### src/rtl/pixie_pkg.sv
// Shared definitions for the pixie DMA engine: CPU state codes and line-repeat encoding.
package pixie_pkg;

    // CPU state codes presented on sc
    localparam logic [1:0] SC_FETCH = 2'b00;
    localparam logic [1:0] SC_EXEC  = 2'b01;
    localparam logic [1:0] SC_DMA   = 2'b10;
    localparam logic [1:0] SC_INT   = 2'b11;

    // Line-repeat selection: each source row is shown 2^sel times
    typedef enum logic [1:0] {
        REP_X1 = 2'd0,
        REP_X2 = 2'd1,
        REP_X4 = 2'd2,
        REP_X8 = 2'd3
    } rep_sel_e;

    // Width of the completed-lines counter inside a repeat group (max 7 completed)
    localparam int unsigned REP_CNT_W = 3;

    // Number of display lines in one repeat group
    function automatic logic [REP_CNT_W:0] rep_lines(input logic [1:0] sel);
        return 4'd1 << sel;
    endfunction

endpackage

### src/rtl/pixie_raster_timer.sv
// Raster timer: horizontal/vertical machine-cycle counters and per-line window flags.
// Window flags are registered on the line wrap and describe the line being entered.
module pixie_raster_timer #(
    parameter int unsigned BYTES_PER_LINE  = 14,
    parameter int unsigned LINES_PER_FRAME = 262,
    parameter int unsigned ACTIVE_START    = 80,
    parameter int unsigned ACTIVE_LINES    = 128,
    parameter int unsigned HCNT_W          = 4,
    parameter int unsigned VCNT_W          = 9
) (
    input  logic              clk,
    input  logic              reset_n,
    input  logic              clk_enable,
    input  logic              enabled,
    output logic [HCNT_W-1:0] hcnt,
    output logic              line_wrap_c,
    output logic              frame_wrap_c,
    output logic              line_start_c,
    output logic              efx,
    output logic              intr,
    output logic              v_active,
    output logic              frame_start
);

    localparam int unsigned WW = VCNT_W + 1;

    localparam logic [HCNT_W-1:0] H_LAST  = HCNT_W'(BYTES_PER_LINE - 1);
    localparam logic [VCNT_W-1:0] V_LAST  = VCNT_W'(LINES_PER_FRAME - 1);
    localparam logic [WW-1:0]     ACT_LO  = WW'(ACTIVE_START);
    localparam logic [WW-1:0]     ACT_HI  = WW'(ACTIVE_START + ACTIVE_LINES);
    localparam logic [WW-1:0]     EFX_A   = WW'(ACTIVE_START - 4);
    localparam logic [WW-1:0]     EFX_B   = WW'(ACTIVE_START + ACTIVE_LINES - 4);
    localparam logic [WW-1:0]     INTR_LO = WW'(ACTIVE_START - 2);

    logic [VCNT_W-1:0] vcnt;
    logic [VCNT_W-1:0] vcnt_next;
    logic [WW-1:0]     vx;
    logic              in_act;
    logic              in_efx;
    logic              in_intr;

    // Wrap detection and window decode for the upcoming line
    always_comb begin
        line_wrap_c  = clk_enable && (hcnt == H_LAST);
        frame_wrap_c = line_wrap_c && (vcnt == V_LAST);
        vcnt_next    = (vcnt == V_LAST) ? '0 : vcnt + VCNT_W'(1);
        vx           = {1'b0, vcnt_next};
        in_act       = (vx >= ACT_LO) && (vx < ACT_HI);
        in_efx       = ((vx >= EFX_A) && (vx < ACT_LO)) || ((vx >= EFX_B) && (vx < ACT_HI));
        in_intr      = (vx >= INTR_LO) && (vx < ACT_LO);
        line_start_c = line_wrap_c && enabled && in_act;
    end

    // Raster counters
    always_ff @(posedge clk or negedge reset_n) begin
        if (!reset_n) begin
            hcnt <= '0;
            vcnt <= '0;
        end else if (clk_enable) begin
            if (hcnt == H_LAST) begin
                hcnt <= '0;
                vcnt <= vcnt_next;
            end else begin
                hcnt <= hcnt + HCNT_W'(1);
            end
        end
    end

    // Per-line window flags
    always_ff @(posedge clk or negedge reset_n) begin
        if (!reset_n) begin
            efx      <= 1'b0;
            intr     <= 1'b0;
            v_active <= 1'b0;
        end else if (line_wrap_c) begin
            efx      <= in_efx;
            intr     <= enabled && in_intr;
            v_active <= enabled && in_act;
        end
    end

    // One-clock pulse after the frame wrap
    always_ff @(posedge clk or negedge reset_n) begin
        if (!reset_n) begin
            frame_start <= 1'b0;
        end else begin
            frame_start <= frame_wrap_c;
        end
    end

endmodule

### src/rtl/pixie_dma_engine.sv
// Pixie-style display DMA engine: raster timing, DMA request window and
// frame-buffer write addressing with line repeat.
// Optional feature macro: PIXIE_DMA_OVERRUN_EN (sticky flag for DMA cycles
// outside the request window); without it dma_overrun is tied low.
module pixie_dma_engine
    import pixie_pkg::*;
#(
    parameter int unsigned BYTES_PER_LINE  = 14,
    parameter int unsigned LINES_PER_FRAME = 262,
    parameter int unsigned ACTIVE_START    = 80,
    parameter int unsigned ACTIVE_LINES    = 128,
    parameter int unsigned DMA_START_COL   = 1,
    parameter int unsigned DMA_BYTES       = 8,
    parameter int unsigned ADDR_W          = 10
) (
    input  logic              clk,
    input  logic              reset_n,
    input  logic              clk_enable,
    input  logic [1:0]        sc,
    input  logic              disp_on,
    input  logic              disp_off,
    input  logic [1:0]        repeat_sel,
    input  logic [7:0]        data,
    output logic              dmao,
    output logic              intr,
    output logic              efx,
    output logic [ADDR_W-1:0] mem_addr,
    output logic [7:0]        mem_data,
    output logic              mem_wr_en,
    output logic              frame_start,
    output logic              dma_overrun
);

    localparam int unsigned HCNT_W = (BYTES_PER_LINE > 1) ? $clog2(BYTES_PER_LINE) : 1;
    localparam int unsigned VCNT_W = (LINES_PER_FRAME > 1) ? $clog2(LINES_PER_FRAME) : 1;
    localparam int unsigned HW     = HCNT_W + 1;

    localparam logic [HW-1:0] COL_LO = HW'(DMA_START_COL);
    localparam logic [HW-1:0] COL_HI = HW'(DMA_START_COL + DMA_BYTES);

    logic [HCNT_W-1:0]    hcnt;
    logic                 line_wrap;
    logic                 frame_wrap;
    logic                 line_start;
    logic                 v_active;
    logic                 enabled;
    logic                 enabled_now;
    logic                 col_hit;
    logic                 dma_xfer;

    logic [ADDR_W-1:0]    addr_cnt;
    logic [ADDR_W-1:0]    addr_next;
    logic [ADDR_W-1:0]    line_base;
    logic [REP_CNT_W-1:0] rep_cnt;
    logic [REP_CNT_W-1:0] rep_next;
    logic [REP_CNT_W:0]   rep_done;
    rep_sel_e             rep_sel_q;
    logic                 line_end;
    logic                 reload;

    pixie_raster_timer #(
        .BYTES_PER_LINE  (BYTES_PER_LINE),
        .LINES_PER_FRAME (LINES_PER_FRAME),
        .ACTIVE_START    (ACTIVE_START),
        .ACTIVE_LINES    (ACTIVE_LINES),
        .HCNT_W          (HCNT_W),
        .VCNT_W          (VCNT_W)
    ) u_timer (
        .clk          (clk),
        .reset_n      (reset_n),
        .clk_enable   (clk_enable),
        .enabled      (enabled),
        .hcnt         (hcnt),
        .line_wrap_c  (line_wrap),
        .frame_wrap_c (frame_wrap),
        .line_start_c (line_start),
        .efx          (efx),
        .intr         (intr),
        .v_active     (v_active),
        .frame_start  (frame_start)
    );

    // Display enable; disp_on wins over a simultaneous disp_off
    always_ff @(posedge clk or negedge reset_n) begin
        if (!reset_n) begin
            enabled <= 1'b0;
        end else if (clk_enable) begin
            if (disp_on) begin
                enabled <= 1'b1;
            end else if (disp_off) begin
                enabled <= 1'b0;
            end
        end
    end

    // DMA request window and frame-buffer write port
    always_comb begin
        // a disp_off strobe removes the request in the very cycle it arrives
        enabled_now = enabled && !(clk_enable && disp_off && !disp_on);
        col_hit     = ({1'b0, hcnt} >= COL_LO) && ({1'b0, hcnt} < COL_HI);
        dmao        = enabled_now && v_active && col_hit;
        dma_xfer    = clk_enable && enabled && (sc == SC_DMA);
        mem_wr_en   = dma_xfer;
        mem_data    = data;
        mem_addr    = addr_cnt;
    end

    // Next address / repeat state: frame wrap > repeat reload > DMA increment
    always_comb begin
        addr_next = addr_cnt;
        rep_next  = rep_cnt;
        line_end  = line_wrap && v_active && enabled;
        rep_done  = {1'b0, rep_cnt} + 4'd1;
        reload    = line_end && (rep_done < rep_lines(rep_sel_q));
        if (frame_wrap) begin
            addr_next = '0;
            rep_next  = '0;
        end else if (reload) begin
            addr_next = line_base;
            rep_next  = rep_done[REP_CNT_W-1:0];
        end else begin
            if (line_end) begin
                rep_next = '0;
            end
            if (dma_xfer) begin
                addr_next = addr_cnt + ADDR_W'(1);
            end
        end
    end

    // Address, line base and repeat-group registers
    always_ff @(posedge clk or negedge reset_n) begin
        if (!reset_n) begin
            addr_cnt  <= '0;
            line_base <= '0;
            rep_cnt   <= '0;
            rep_sel_q <= REP_X1;
        end else begin
            addr_cnt <= addr_next;
            rep_cnt  <= rep_next;
            if (line_start) begin
                line_base <= addr_next;
                if (rep_next == '0) begin
                    rep_sel_q <= rep_sel_e'(repeat_sel);
                end
            end
        end
    end

`ifdef PIXIE_DMA_OVERRUN_EN
    // Sticky flag: DMA cycle taken while no request was outstanding
    always_ff @(posedge clk or negedge reset_n) begin
        if (!reset_n) begin
            dma_overrun <= 1'b0;
        end else if (clk_enable && disp_on) begin
            dma_overrun <= 1'b0;
        end else if (dma_xfer && !dmao) begin
            dma_overrun <= 1'b1;
        end
    end
`else
    assign dma_overrun = 1'b0;
`endif

endmodule

### config.mk
export PLATFORM = sky130hd
export DESIGN_NAME = pixie_dma_engine
export DESIGN_NICKNAME = d
export VERILOG_FILES = /design/src/rtl/pixie_pkg.sv /design/src/rtl/pixie_raster_timer.sv /design/src/rtl/pixie_dma_engine.sv
export SDC_FILE = /design/constraint.sdc
export NUM_CORES = 1
export LEC_CHECK = 0
export CAP_MARGIN = 20
export CORE_UTILIZATION = 40
export DETAILED_ROUTE_END_ITERATION = 12
export GPL_TIMING_DRIVEN = 0
export HOLD_SLACK_MARGIN = 0.1
export PLACE_DENSITY_LB_ADDON = 0.1
export SLEW_MARGIN = 0
export SYNTH_ARGS = -nofsm -noshare
export SYNTH_HDL_FRONTEND = slang
export SYNTH_SLANG_ARGS = --single-unit
### constraint.sdc
create_clock -name clk -period 3.4 [get_ports clk]
set_clock_uncertainty 0.15 [all_clocks]
set_input_delay 0.68 -clock clk [delete_from_list [all_inputs] [get_ports clk]]
set_output_delay 0.68 -clock clk [all_outputs]
set_load 0.03 [all_outputs]
==> run summary <==
status: finished clean
Port Buffers: 31
layout cell share with drive strength beyond 1: 18.71%
TritonRoute pass-1 iters: 4
area grow syn2layout: 22.23%
first-pass GRT wire length: 7.859 mm
clk buf depth: 2
die area: 6467 sq um
Synth Register Bits: 43
pre-CTS WS: 0.1029 ns
Synth Instances: 237
vias post-DR: 1810
Synth Warn #: 0
Crit path largest cell delay: 0.68 ns
Synth Area in Compound Gates: 11.04%
VDD IR max: 0.2408 mV
initial antenna violation count: 0
Synth Area in Simple Gates: 21.82%
IO Pins: 41
Hold Fails Final Rpt: 0
clock sinks: 43
die height: 80.42 um
Reg2Reg Setup Slack: 0.50 ns
post-route ant nets: 0
global-route usage over all layers: 16.08%
sequential area share after synthesis: 43.74%
drt total wl: 4.693 mm
final setup vio count: 0
largest net degree at the start of global routing: 36
setup ws final: 0.1120 ns
min Tclk post-route: 3.288 ns
RSZ-0062 raised after global routing: false
Fmax: 0.3041 GHz
main combinational cell family by area after synthesis: simple AND/OR/NAND/NOR gates
Final Cycle Share: 96.71%
Leakage Power: 1.351 nW
Startpoint Class: input pin
clock slew at reported path FFs: 0.08 ns
FF-to-FF Start: rep_cnt[0]
worst endpoint required time: 2.57 ns
H-tree depth: 2
initial drt markers: 75
post-synthesis mux area share: 6.816%
crit path cell chain: clkdlybuf4s50_1 -> and4b_1 -> buf_4 -> clkdlybuf4s50_1
Post-synth ARST share: 100.0%
WL/cell: 13.29 um
Core Region: 5921 sq um
Hold Path Origin: u_timer.intr
Post-CTS Setup Bufs: 0
adder-cell share of the synthesized area: 3.561%
total negative slack: 0 ns
Critical-path top delay cell: clkdlybuf4s50_1
# DRC: 0
Max Cap Violations: 0
hold-critical path depth: 2
Die Width: 80.42 um
grt ovf: 0
Worst setup EP type: output port
Synth Net Count: 261
GP Congestion: 0.8041
final net count: 301
Netlist cell types: 48
# rows: 28
pwr dens: 454.3 nW/um^2
Crit Path Max Fanout: 7
Post-synth EDFFs: 0
Via density: 5.127
Worst R2R Path Depth: 10
xor/xnor share of the synthesized area: 6.765%
Hold WC Path Type: reg2reg
hold worst-path end: u_timer.intr
post-DP HPWL: 3.328 mm
Synth Flop Type: dfrtp_1
CTS tree: built
Critical Path Most Common Cell: clkdlybuf4s50_1
Diodes inserted: 0
worst setup path class: in2out
Inserted Clock Buffers: 5
vias in the first global route: 1619
Initial Util: 41.55%
worst skew pair latency: 0.30 ns
Avg Inst Size Synth: 10.38 sq um
Worst R2R End: rep_sel_q[1]
cell area after synthesis: 2460 sq um
final slew viol count: 0
arrival time of the worst setup path: 2.46 ns
CTS root buf: clkbuf_8
-- per-layer routing --
metal  share of wire, %  track usage [%]  vias to the layer above
met1                 49            21.81                      853
met4               0.98            5.357                        0
met5                  0                0                        -
met3                4.6            3.409                        5
li1                   -                -                      904
met2                 46            25.34                       48
-- metrics by stage --
step | area [sq um] | power, W | hold WS, ns | cells | utilization, %
4_1_cts | 3007 | 0.001387 | 0.3563 | 353 | 50.78
2_1_floorplan | 2460 | 0.0008510 | 0.2344 | 237 | -
5_1_grt | 3007 | 0.001453 | 0.3798 | 353 | 50.78
3_5_place_dp | 2879 | 0.0009640 | 0.3324 | 344 | 48.63
6_report | 3007 | 0.001366 | 0.3483 | 353 | 50.78
3_3_place_gp | 2864 | 0.0009595 | 0.3239 | 343 | 48.37
-- placed cells by master, fill, tap and decap left out, types with 2 or more instances in the layout --
master,Yosys,routed
dfrtp_1,43,43
a31oi_1,2,2
xor2_1,14,14
xnor2_1,5,5
clkbuf_1,5,5
nor2_1,21,21
a211oi_1,9,9
buf_2,3,4
nand2_1,23,23
buf_6,2,2
buf_4,12,12
and2_1,2,2
clkbuf_8,0,6
and3_1,4,4
nor3_1,5,5
a21oi_1,5,5
or3b_2,2,2
mux2_1,2,2
o21ai_0,13,13
nand3_1,7,7
ha_1,7,7
nand2b_1,6,6
mux2_2,12,12
a211oi_2,2,2
a21o_1,3,3
nand4_1,5,5
clkdlybuf4s50_1,0,30
-- cell type report --
type                       instances  area (sq um)
buffer                            22         146.4
clock buffer                       6         82.58
clock inverter                     2         35.03
fill                             552          2914
inverter                           1         3.754
multi-input combinational        171          1234
sequential                        43          1076
tap                               75         93.84
timing repair buffer              33         335.3
-- flip-flops by register name, indices dropped and copies added (netlist names), 2 cells and up --
name,flops
line_base,10
mem_addr,10
rep_cnt,3
rep_sel_q,2
u_timer.hcnt,4
u_timer.vcnt,9
-- critical path: cells and delay by family --
kind / cells / cell delay [ns]
buffers and inverters: 3 / 1.50
and+or+nand+nor: 1 / 0.28
-- Yosys cell counts (all sizes together) (2+ instances only) --
cell type   n  share of area (%)
dfrtp      43                 44
nand2      23                3.5
nor2       22                3.5
buf        17                5.2
mux2       14                6.4
xor2       14                5.0
o21ai      13                2.6
a211oi     11                3.8
nand3       8                2.1
ha          7                3.6
a21oi       6                1.4
nand2b      6                1.5
nand4       6                2.1
nor3        6                1.7
clkbuf      5               0.76
xnor2       5                1.8
and3        4                1.0
a21o        3               0.92
a31oi       2               0.51
and2        2               0.51
nor3b       2                1.1
nor4        2                1.1
o211ai      2               0.81
or3b        2               0.71
-- cell families (layout without fill, tap and decap cells) --
kind of cell	after synthesis	count (layout)
AOI/OAI and AO/OA	40	40
xor gates and xnor gates	19	19
adders and majority gates	7	7
buffers and inverters	23	64
DFF	43	43
muxes	15	15
other	1	1
and+or+nand+nor	89	89
-- worst max path at each step --
| stage | cells after the start | endpoint | slack, ns | start |
|---|---|---|---|---|
| detailed placement | 4 | mem_wr_en | 0.10 | clk_enable |
| floorplan | 10 | rep_sel_q[0] | 0.78 | rep_cnt[0] |
| global route | 4 | mem_wr_en | 0.05 | clk_enable |
| global placement | 4 | mem_wr_en | 0.14 | clk_enable |
| CTS | 4 | mem_wr_en | 0.11 | clk_enable |
| finish | 4 | mem_wr_en | 0.11 | clk_enable |
-- power by group --
group	switching, W	total (W)	internal, W
logic	0.000177	0.000322	0.000145
clock network	0.000173	0.000410	0.000238
registers	0.0000698	0.000633	0.000563
total	0.000419	0.00137	0.000946
-- repair_timing --
action	in CTS	in global routing
endpoints found under the setup margin	0	0
resized for setup	0	0
hold buffers	1	0
hold endpoints to repair	8	0
No activity file was read; power rests on OpenSTA's default activity.
